`config.mk`:
```
export PLATFORM = sky130hd
export DESIGN_NAME = dircc_rts_scheduler
export DESIGN_NICKNAME = d
export VERILOG_FILES = /design/src/rtl/dircc_rts_pkg.sv /design/src/rtl/dircc_rr_arbiter.sv /design/src/rtl/dircc_rts_scheduler.sv
export SDC_FILE = /design/constraint.sdc
export NUM_CORES = 1
export LEC_CHECK = 0
export ABC_AREA = 1
export BUFFER_PORTS_ARGS = -buffer_cell sky130_fd_sc_hd__buf_2
export CAP_MARGIN = 20
export CORE_UTILIZATION = 51
export DETAILED_ROUTE_END_ITERATION = 16
export GPL_TIMING_DRIVEN = 0
export PLACE_DENSITY_LB_ADDON = 0.15
export SETUP_SLACK_MARGIN = 0.2
export SLEW_MARGIN = 5
export SYNTH_ARGS = -nofsm -noshare
export SYNTH_HDL_FRONTEND = slang
export SYNTH_HIERARCHICAL = 1
export SYNTH_SLANG_ARGS = --single-unit
```
`constraint.sdc`:
```
create_clock -name clk -period 6.1 [get_ports clk]
set_clock_uncertainty 0.2 [all_clocks]
set_input_delay 0.305 -clock clk [delete_from_list [all_inputs] [get_ports clk]]
set_output_delay 0.305 -clock clk [all_outputs]
set_load 0.01 [all_outputs]
```
`src/rtl/dircc_rts_pkg.sv`:
```
// Shared types and helpers for the DIRCC ready-to-send scheduler.
package dircc_rts_pkg;

  localparam int unsigned FLAG_W = 32;

  typedef enum logic [0:0] {
    RTS_IDLE,
    RTS_OFFER
  } rts_state_t;

  // Port p maps to OUTPUT_FLAG bit p.
  function automatic logic [FLAG_W-1:0] port_to_flag(input int unsigned port);
    logic [FLAG_W-1:0] flag;
    flag = '0;
    flag[port[4:0]] = 1'b1;
    return flag;
  endfunction

endpackage

```
`src/rtl/dircc_rr_arbiter.sv`:
```
// Combinational round-robin pick: first set request at or above ptr, with wrap.
module dircc_rr_arbiter #(
  parameter int unsigned NUM_REQ = 4,
  parameter int unsigned IDX_W   = 2
) (
  input  logic [NUM_REQ-1:0] req,
  input  logic [IDX_W-1:0]   ptr,
  output logic [IDX_W-1:0]   grant,
  output logic               grant_valid
);

  always_comb begin
    int unsigned idx;
    idx         = 0;
    grant       = '0;
    grant_valid = 1'b0;
    for (int unsigned i = 0; i < NUM_REQ; i++) begin
      idx = (32'(ptr) + i) % NUM_REQ;
      if (!grant_valid && req[idx]) begin
        grant_valid = 1'b1;
        grant       = IDX_W'(idx);
      end
    end
  end

endmodule

```
`src/rtl/dircc_rts_scheduler.sv`:
```
// Tracks per-device ready-to-send bits and offers one (device, port) send at a time,
// round-robin across devices, lowest port first within a device.
module dircc_rts_scheduler
  import dircc_rts_pkg::*;
#(
  parameter int unsigned NUM_DEVICES = 4,
  parameter int unsigned NUM_PORTS   = 2,
  parameter int unsigned COUNT_WIDTH = 16,
  localparam int unsigned DEV_W      = (NUM_DEVICES > 1) ? $clog2(NUM_DEVICES) : 1,
  localparam int unsigned PORT_W     = (NUM_PORTS > 1) ? $clog2(NUM_PORTS) : 1
) (
  input  logic                   clk,
  input  logic                   reset_n,
  input  logic [COUNT_WIDTH-1:0] max_time,
  input  logic                   upd_valid,
  input  logic [DEV_W-1:0]       upd_dev,
  input  logic [NUM_PORTS-1:0]   upd_rts,
  input  logic [COUNT_WIDTH-1:0] upd_count,
  input  logic                   upd_running,
  output logic                   send_valid,
  input  logic                   send_ready,
  output logic [DEV_W-1:0]       send_dev,
  output logic [FLAG_W-1:0]      send_flag,
  output logic [NUM_DEVICES-1:0] pending_mask
);

  rts_state_t state_q;
  logic [DEV_W-1:0] rr_ptr_q;
  logic [NUM_DEVICES-1:0][NUM_PORTS-1:0] pend_q, pend_d;

  logic                 accept;
  logic [NUM_PORTS-1:0] upd_row;
  logic [NUM_PORTS-1:0] accept_clr;
  logic [NUM_PORTS-1:0] grant_row;
  logic [DEV_W-1:0]     grant;
  logic                 grant_valid;
  logic [PORT_W-1:0]    pick_port;

  assign accept     = send_valid && send_ready;
  assign upd_row    = (upd_running && (upd_count < max_time)) ? upd_rts : '0;
  assign accept_clr = send_flag[NUM_PORTS-1:0];

  // Update lands first; a same-cycle accept on that device still clears its bit.
  always_comb begin
    pend_d = pend_q;
    for (int unsigned d = 0; d < NUM_DEVICES; d++) begin
      if (upd_valid && (32'(upd_dev) == d)) pend_d[d] = upd_row;
      if (accept && (32'(send_dev) == d)) pend_d[d] = pend_d[d] & ~accept_clr;
    end
  end

  always_comb begin
    pending_mask = '0;
    for (int unsigned d = 0; d < NUM_DEVICES; d++) pending_mask[d] = |pend_q[d];
  end

  dircc_rr_arbiter #(
    .NUM_REQ (NUM_DEVICES),
    .IDX_W   (DEV_W)
  ) u_arb (
    .req         (pending_mask),
    .ptr         (rr_ptr_q),
    .grant       (grant),
    .grant_valid (grant_valid)
  );

  always_comb begin
    logic found;
    found     = 1'b0;
    grant_row = '0;
    pick_port = '0;
    for (int unsigned d = 0; d < NUM_DEVICES; d++) begin
      if (32'(grant) == d) grant_row = pend_q[d];
    end
    for (int unsigned p = 0; p < NUM_PORTS; p++) begin
      if (!found && grant_row[p]) begin
        found     = 1'b1;
        pick_port = PORT_W'(p);
      end
    end
  end

  always_ff @(posedge clk or negedge reset_n) begin
    if (!reset_n) begin
      pend_q     <= '0;
      rr_ptr_q   <= '0;
      state_q    <= RTS_IDLE;
      send_valid <= 1'b0;
      send_dev   <= '0;
      send_flag  <= '0;
    end else begin
      pend_q <= pend_d;
      unique case (state_q)
        RTS_IDLE: begin
          if (grant_valid) begin
            send_dev  <= grant;
            send_flag <= port_to_flag(32'(pick_port));
            state_q   <= RTS_OFFER;
          end
        end
        RTS_OFFER: begin
          if (accept) begin
            send_valid <= 1'b0;
            rr_ptr_q   <= (32'(send_dev) == NUM_DEVICES - 1) ? '0 : send_dev + DEV_W'(1);
            state_q    <= RTS_IDLE;
          end else begin
            send_valid <= 1'b1;
          end
        end
        default: state_q <= RTS_IDLE;
      endcase
    end
  end

endmodule
```
---- Word-level counts from Yosys, hierarchy flattened ----
Index checks and enable logic that the tools add are counted.
operators by class
  add/sub/neg operators ................... 4
  magnitude comparators ................... 7
  equal/unequal tests ..................... 9
  mux-type cells .......................... 37
  bitwise gates (word level) .............. 6
  reductions and logical operators ........ 28
operators by type and width
  kind                   number
  $mux W2                18
  $lt A16 B16 Y1         1
  $logic_and A1 B1 Y1    15
  $mux W1                13
  $eq A2 B2 Y1 const B   6
  $lt A2 B3 Y1 const B   4
  $and A2 B2 Y2          4
  $bmux W1 S2            4
  $reduce_or A2 Y1       4
  $eq A2 B1 Y1 const B   3
  $logic_not A2 Y1       3
  $lt A1 B6 Y1 const B   1
  $add A2 B1 Y2 const B  2
  $add A2 B2 Y2 const B  2
  $logic_not A1 Y1       4
  $reduce_and A2 Y1      2
  $not A2 Y2             1
  $pmux W1 S2            1
  $demux W1 S1           1
  $ge A1 B1 Y1 const B   1
  $not A1 Y1             1
word-level totals
  flip-flop bits (word level) ............. 16
  bits of input ports ..................... 41
  output and inout bits ................... 39
  word-level logic and storage cells ...... 100

---- Depth between registers and ports, before layout ----
  word-level depth ........................ 26
  gate-level depth with buffers ........... 17
  mapped depth without buffers ............ 17

---- Modules after synthesis ----
The synthesis kept the hierarchy.
modules (own cells, without submodules)
  module               instances  cells each  area each (um^2)  sequential area each (um^2)
  dircc_rts_scheduler  1          189         1,430.1           400.4
  dircc_rr_arbiter     1          59          319.1             0.0

---- Worst setup path after synthesis ----
OpenSTA, ideal clock, no wires.
  kind .................................... register to register
  from .................................... register pend_q[4] (netlist name)
  to ...................................... register send_flag[0]
  library setup time ...................... 0.125 ns
  arrival time ............................ 1.749 ns
  data required time ...................... 5.775 ns
  setup slack ............................. 4.026 ns
  stages on the path, launching flop included .. 16
  path buffers ............................ 0
  period minus slack after synthesis ...... 2.074 ns
  cell sequence ........................... dfrtp_1 or2_2 inv_1 nand2_1 nand3_2 nand2_4 nor2_4 nand3_2 nand2_1 nand2_1 inv_1 nand2_1 o21ai_0 nand3_1 nand2_1 a21oi_1
between the ends
  word-level cells in the longest chain between the ends .. 26
  elaborated cells between the ends (all ways) .. 41
  classes of those cells .................. order compare (2); eq/ne (3); mux (24); reduce/logical (12)
RTL lines
  item                                                                line                       source
  start, declared                                                     dircc_rts_scheduler.sv:29  logic [NUM_DEVICES-1:0][NUM_PORTS-1:0] pend_q, pend_d;
  start signal, assigned                                              dircc_rts_scheduler.sv:92  pend_q <= pend_d;
  $reduce_or A2 Y1 (*)                                                dircc_rts_scheduler.sv:54  for (int unsigned d = 0; d < NUM_DEVICES; d++) pending_mask[d] = |pend_q[d];
  net pending_mask[2]                                                 dircc_rts_scheduler.sv:24  output logic [NUM_DEVICES-1:0] pending_mask
  $bmux W1 S2                                                         dircc_rr_arbiter.sv:19     if (!grant_valid && req[idx]) begin
  $mux W1 (implied by the code)                                       dircc_rr_arbiter.sv:19
  $mux W1                                                             dircc_rr_arbiter.sv:19
  $logic_not A1 Y1                                                    dircc_rr_arbiter.sv:19
  $logic_and A1 B1 Y1                                                 dircc_rr_arbiter.sv:19
  $mux W1                                                             dircc_rr_arbiter.sv:19
  (+6 left out)                                                       n/a
  net grant[0]                                                        dircc_rts_scheduler.sv:35  logic [DEV_W-1:0] grant;
  (+5 left out)                                                       n/a
  $mux W1                                                             dircc_rts_scheduler.sv:76  if (!found && grant_row[p]) begin
  $logic_not A1 Y1                                                    dircc_rts_scheduler.sv:76
  $logic_and A1 B1 Y1 (*)                                             dircc_rts_scheduler.sv:76
  $mux W1 (*)                                                         dircc_rts_scheduler.sv:76
  $lt A1 B6 Y1 (implied by the code) or $ge A1 B1 Y1 (tied branches)  dircc_rts_pkg.sv:15        flag[port[4:0]] = 1'b1;
  $logic_and A1 B1 Y1 (implied by the code)                           dircc_rts_pkg.sv:15
  $mux W1 (implied by the code)                                       dircc_rts_pkg.sv:15
  $demux W1 S1 (*)                                                    dircc_rts_pkg.sv:15
  end signal, assigned                                                dircc_rts_scheduler.sv:97  send_flag <= port_to_flag(32'(pick_port));
  end, declared                                                       dircc_rts_scheduler.sv:23  output logic [FLAG_W-1:0] send_flag,
Mark *: on every way through the listed nets, which the timed path passes. The rest lies on a longest branch. The select of a mux whose other input is x is not followed.
A chain may end at the register's enable or synchronous reset.

---- Worst setup path in the final report ----
  from .................................... register pend_q[0] (netlist name)
  to ...................................... register send_flag[0]
between the ends
  word-level cells in the longest chain between the ends .. 26
  elaborated cells between the ends (all ways) .. 41
  classes of those cells .................. order compare (2); eq/ne (3); mux (24); reduce/logical (12)
RTL lines
  item                                                                line
  $reduce_or A2 Y1 (*)                                                dircc_rts_scheduler.sv:54
  $bmux W1 S2                                                         dircc_rr_arbiter.sv:19
  $mux W1 (implied by the code)                                       dircc_rr_arbiter.sv:19
  $mux W1                                                             dircc_rr_arbiter.sv:19
  $logic_not A1 Y1                                                    dircc_rr_arbiter.sv:19
  $logic_and A1 B1 Y1                                                 dircc_rr_arbiter.sv:19
  $mux W1                                                             dircc_rr_arbiter.sv:19
  $logic_not A1 Y1                                                    dircc_rr_arbiter.sv:19
  (+5 left out)                                                       n/a
  net grant[0]                                                        dircc_rts_scheduler.sv:35
  (+5 left out)                                                       n/a
  $mux W1                                                             dircc_rts_scheduler.sv:76
  $logic_not A1 Y1                                                    dircc_rts_scheduler.sv:76
  $logic_and A1 B1 Y1 (*)                                             dircc_rts_scheduler.sv:76
  $mux W1 (*)                                                         dircc_rts_scheduler.sv:76
  $lt A1 B6 Y1 (implied by the code) or $ge A1 B1 Y1 (tied branches)  dircc_rts_pkg.sv:15
  $logic_and A1 B1 Y1 (implied by the code)                           dircc_rts_pkg.sv:15
  $mux W1 (implied by the code)                                       dircc_rts_pkg.sv:15
  $demux W1 S1 (*)                                                    dircc_rts_pkg.sv:15
Marked as above.

==> results.yml <==
power:
  p_switching_mw: 0.383
  p_int_mw: 0.367
  switching_share_pct: 51.1
  seqPwrFrac_pct: 25.4
  vdd_drop_max_mv: 0.180
  comb_power_share_pct: 67.3
  power_leakage_nw: 1.36
  powerDensity_nw_per_um2: 343
  clkPwrFrac_pct: 7.3
final_layout:
  seqCellArea_um2: 400
  final_area_um2: 2190
  drive_gt1_share_pct: 33.9
  nets: 392
  mostFrequentLayoutCells: "nand2_1 (55), buf_2 (49), inv_1 (42), buf_4 (30), conb_1 (30)"
  final_cell_count_no_fill: 374
  diodes: 0
  syn_to_final_growth_pct: 25.3
  layout_commonest_cell: "nand2_1"
  multi_input_area_um2: 1060
  fill_cells: 294
detailed_routing:
  via_per_inst: 4.43
  routedWlPerCell_um: 9.37
  dr.first_iter.drc_count: 69
  drc: 0
  finalWirelength_um: 3500
  vias: 1656
  drtAntennaViolNets: 0
  drt_first_pass_iters: 4
clocking:
  clk_pin_slew_ps: 80
  clock_latency_ps: 290
  cts_buffers: 3
  cts.htree.levels: 1
  clockRootBuffer: "clkbuf_4"
  clockBufferDepth: 2
  cts_tree: "done"
  cts_sinks: 16
  cts_resized: 0
hold_path:
  hp-class: "in -> reg"
critical_path:
  worst-setup-path-type: "reg -> reg"
  critPathMaxFanout: 5
  crit_path_frequent_cell: "nand2_1"
  rrSetupSlack_ps: 3760
  worstPathRequired_ps: 6070
  crit_path_end_kind: "flip-flop"
  startpoint_type: "flip-flop"
  cpMaxStageDelayCell: "dfrtp_1"
  crit_arrival_ps: 2320
  path_cells: "or2_2 > inv_1 > nand2_1 > nand3_2 > nand2_4 > nor2_4 > nand3_2 > nand2_1 > nand2_1 > inv_1 > nand2_1 > o21ai_0 > nand3_1 > nand2_1 > a21oi_1"
  cpPeakStageDelay_ps: 400
sta:
  fin_tns_setup_ps: 0
  maxSlewViolCount: 0
  final_hold_viol_count: 0
  max_freq_mhz: 427
  finalCriticalPeriod_ps: 2340
  fin_hold_ws_ps: 122
  finalSetupViolCount: 0
  rsz0062_at_grt: "no"
  finalCritPeriodShare_pct: 38.4
floorplanning:
  coreArea_um2: 3150
  rows: 20
  start_util_pct: 55.5
  die_y_um: 60.6
  die-area_um2: 3670
  io_pins: 80
  dieWidth_um: 60.6
synthesis:
  synth_cell_type_count: 27
  yosysSeqAreaShare_pct: 22.9
  ys_ff_latch: 16
  avgSynthCellArea_um2: 7.05
  synth_warnings: 6
  netlist_area_um2: 1750
  syn-instance-count: 248
place:
  place_area_um2: 2160
  hpwl_um: 3000
  numPlacedInstances: 370
  place_congestion: 0.839
  port_buffers: 49
global_routing:
  antenna_found_initial: 0
  grt-ovfl-total: 0
  grt_use_total_pct: 20.4
  grt_pass1_wl_um: 5600
  grt_max_degree: 17
  grt_pass1_vias: 1428
run_status:
  status: "completed"
job:
  maxCapViolCount: 0
worst max-delay path: cells and delay by family, from the launching register on:
kind	cells	cell delay (ps)
AND/OR/NAND/NOR	11	1160
buffers and inverters	2	240
AO/OA/AOI/OAI	2	220
flip-flops	1	400
routing by layer:
layer / vias to the layer above / part of all wire, % / track usage [%]
met4: 0 / 1.3 / 7.47
met1: 706 / 43 / 23.6
met2: 55 / 50 / 38.1
li1: 890 / - / -
met5: - / 0 / 0
met3: 5 / 5.7 / 2.99
cell usage after synthesis (all sizes together):
| cell | number | area share, % |
|---|---|---|
| a21oi | 15 | 4.3 |
| buf | 31 | 14 |
| conb | 1 | 0.21 |
| dfrtp | 16 | 23 |
| ha | 19 | 14 |
| inv | 44 | 9.4 |
| nand2 | 69 | 18 |
| nand3 | 12 | 4.9 |
| nand3b | 1 | 0.43 |
| nand4 | 2 | 0.72 |
| nor2 | 12 | 3.3 |
| nor3 | 5 | 1.7 |
| o211ai | 1 | 0.43 |
| o21ai | 6 | 1.7 |
| o22ai | 8 | 2.9 |
| o31ai | 1 | 0.43 |
| o32ai | 1 | 0.50 |
| or2 | 4 | 1.4 |
power groups by stage:
| stage | combinational [mW] | sequential (mW) | clock, mW |
|---|---|---|---|
| floorplan | 0.383 | 0.191 | 0 |
| global placement | 0.490 | 0.192 | 0 |
| detailed placement | 0.501 | 0.193 | 0 |
| CTS | 0.504 | 0.191 | 0.0551 |
| global route | 0.570 | 0.198 | 0.0605 |
| finish | 0.505 | 0.191 | 0.0546 |
area by class of cell:
cell class	instances	share of cell area (%)
timing repair buffer	50	11.7
multi-input combinational	186	48.2
inverter	44	7.54
buffer	31	10.8
clock buffer	3	1.03
tap	44	2.51
sequential	16	18.3
worst paths after layout:
kind / from / endpoint / depth (start not counted)
min in group asynchronous: reset_n / rr_ptr_q[0]$_DFFE_PN0P_ / 2
max in group asynchronous: reset_n / pend_q[3]$_DFF_PN0_ / 2
max reg2reg: pend_q[0]$_DFF_PN0_ / send_flag[0]$_DFFE_PN0P_ / 15
min: upd_rts[1] / pend_q[7]$_DFF_PN0_ / 3
max: pend_q[0]$_DFF_PN0_ / send_flag[0]$_DFFE_PN0P_ / 15
min reg2reg: state_q$_DFF_PN0_ / send_valid$_DFFE_PN0P_ / 2
stage by stage:
stage,utilization [%],setup WS [ps],total power [mW]
floorplan,-,4030,0.574
global placement,68.5,3790,0.682
detailed placement,68.5,3750,0.694
CTS,69.5,3740,0.749
global route,69.5,3550,0.828
finish,69.5,3760,0.750
kinds of logic after synthesis:
| group | count (synthesis) | share of synthesized area, % |
|---|---|---|
| flip-flops | 16 | 22.9 |
| buffers and inverters | 75 | 23.0 |
| AND/OR/NAND/NOR | 105 | 30.1 |
| adder cells (fa/ha/maj) | 19 | 13.6 |
| AO/OA/AOI/OAI | 32 | 10.2 |
| other | 1 | 0.214 |
flip-flops by register name, summed over array words and instances, names as in the netlist:
signal,cells
pend_q,8
rr_ptr_q,2
send_dev,2
send_flag,2
send_valid,1
state_q,1
what timing repair did:
action                    4_1_cts  5_1_grt
hold buffers                    1        0
setup buffers                   0        0
hold endpoints to repair       16        0
Power figures use the tool's default switching activity.
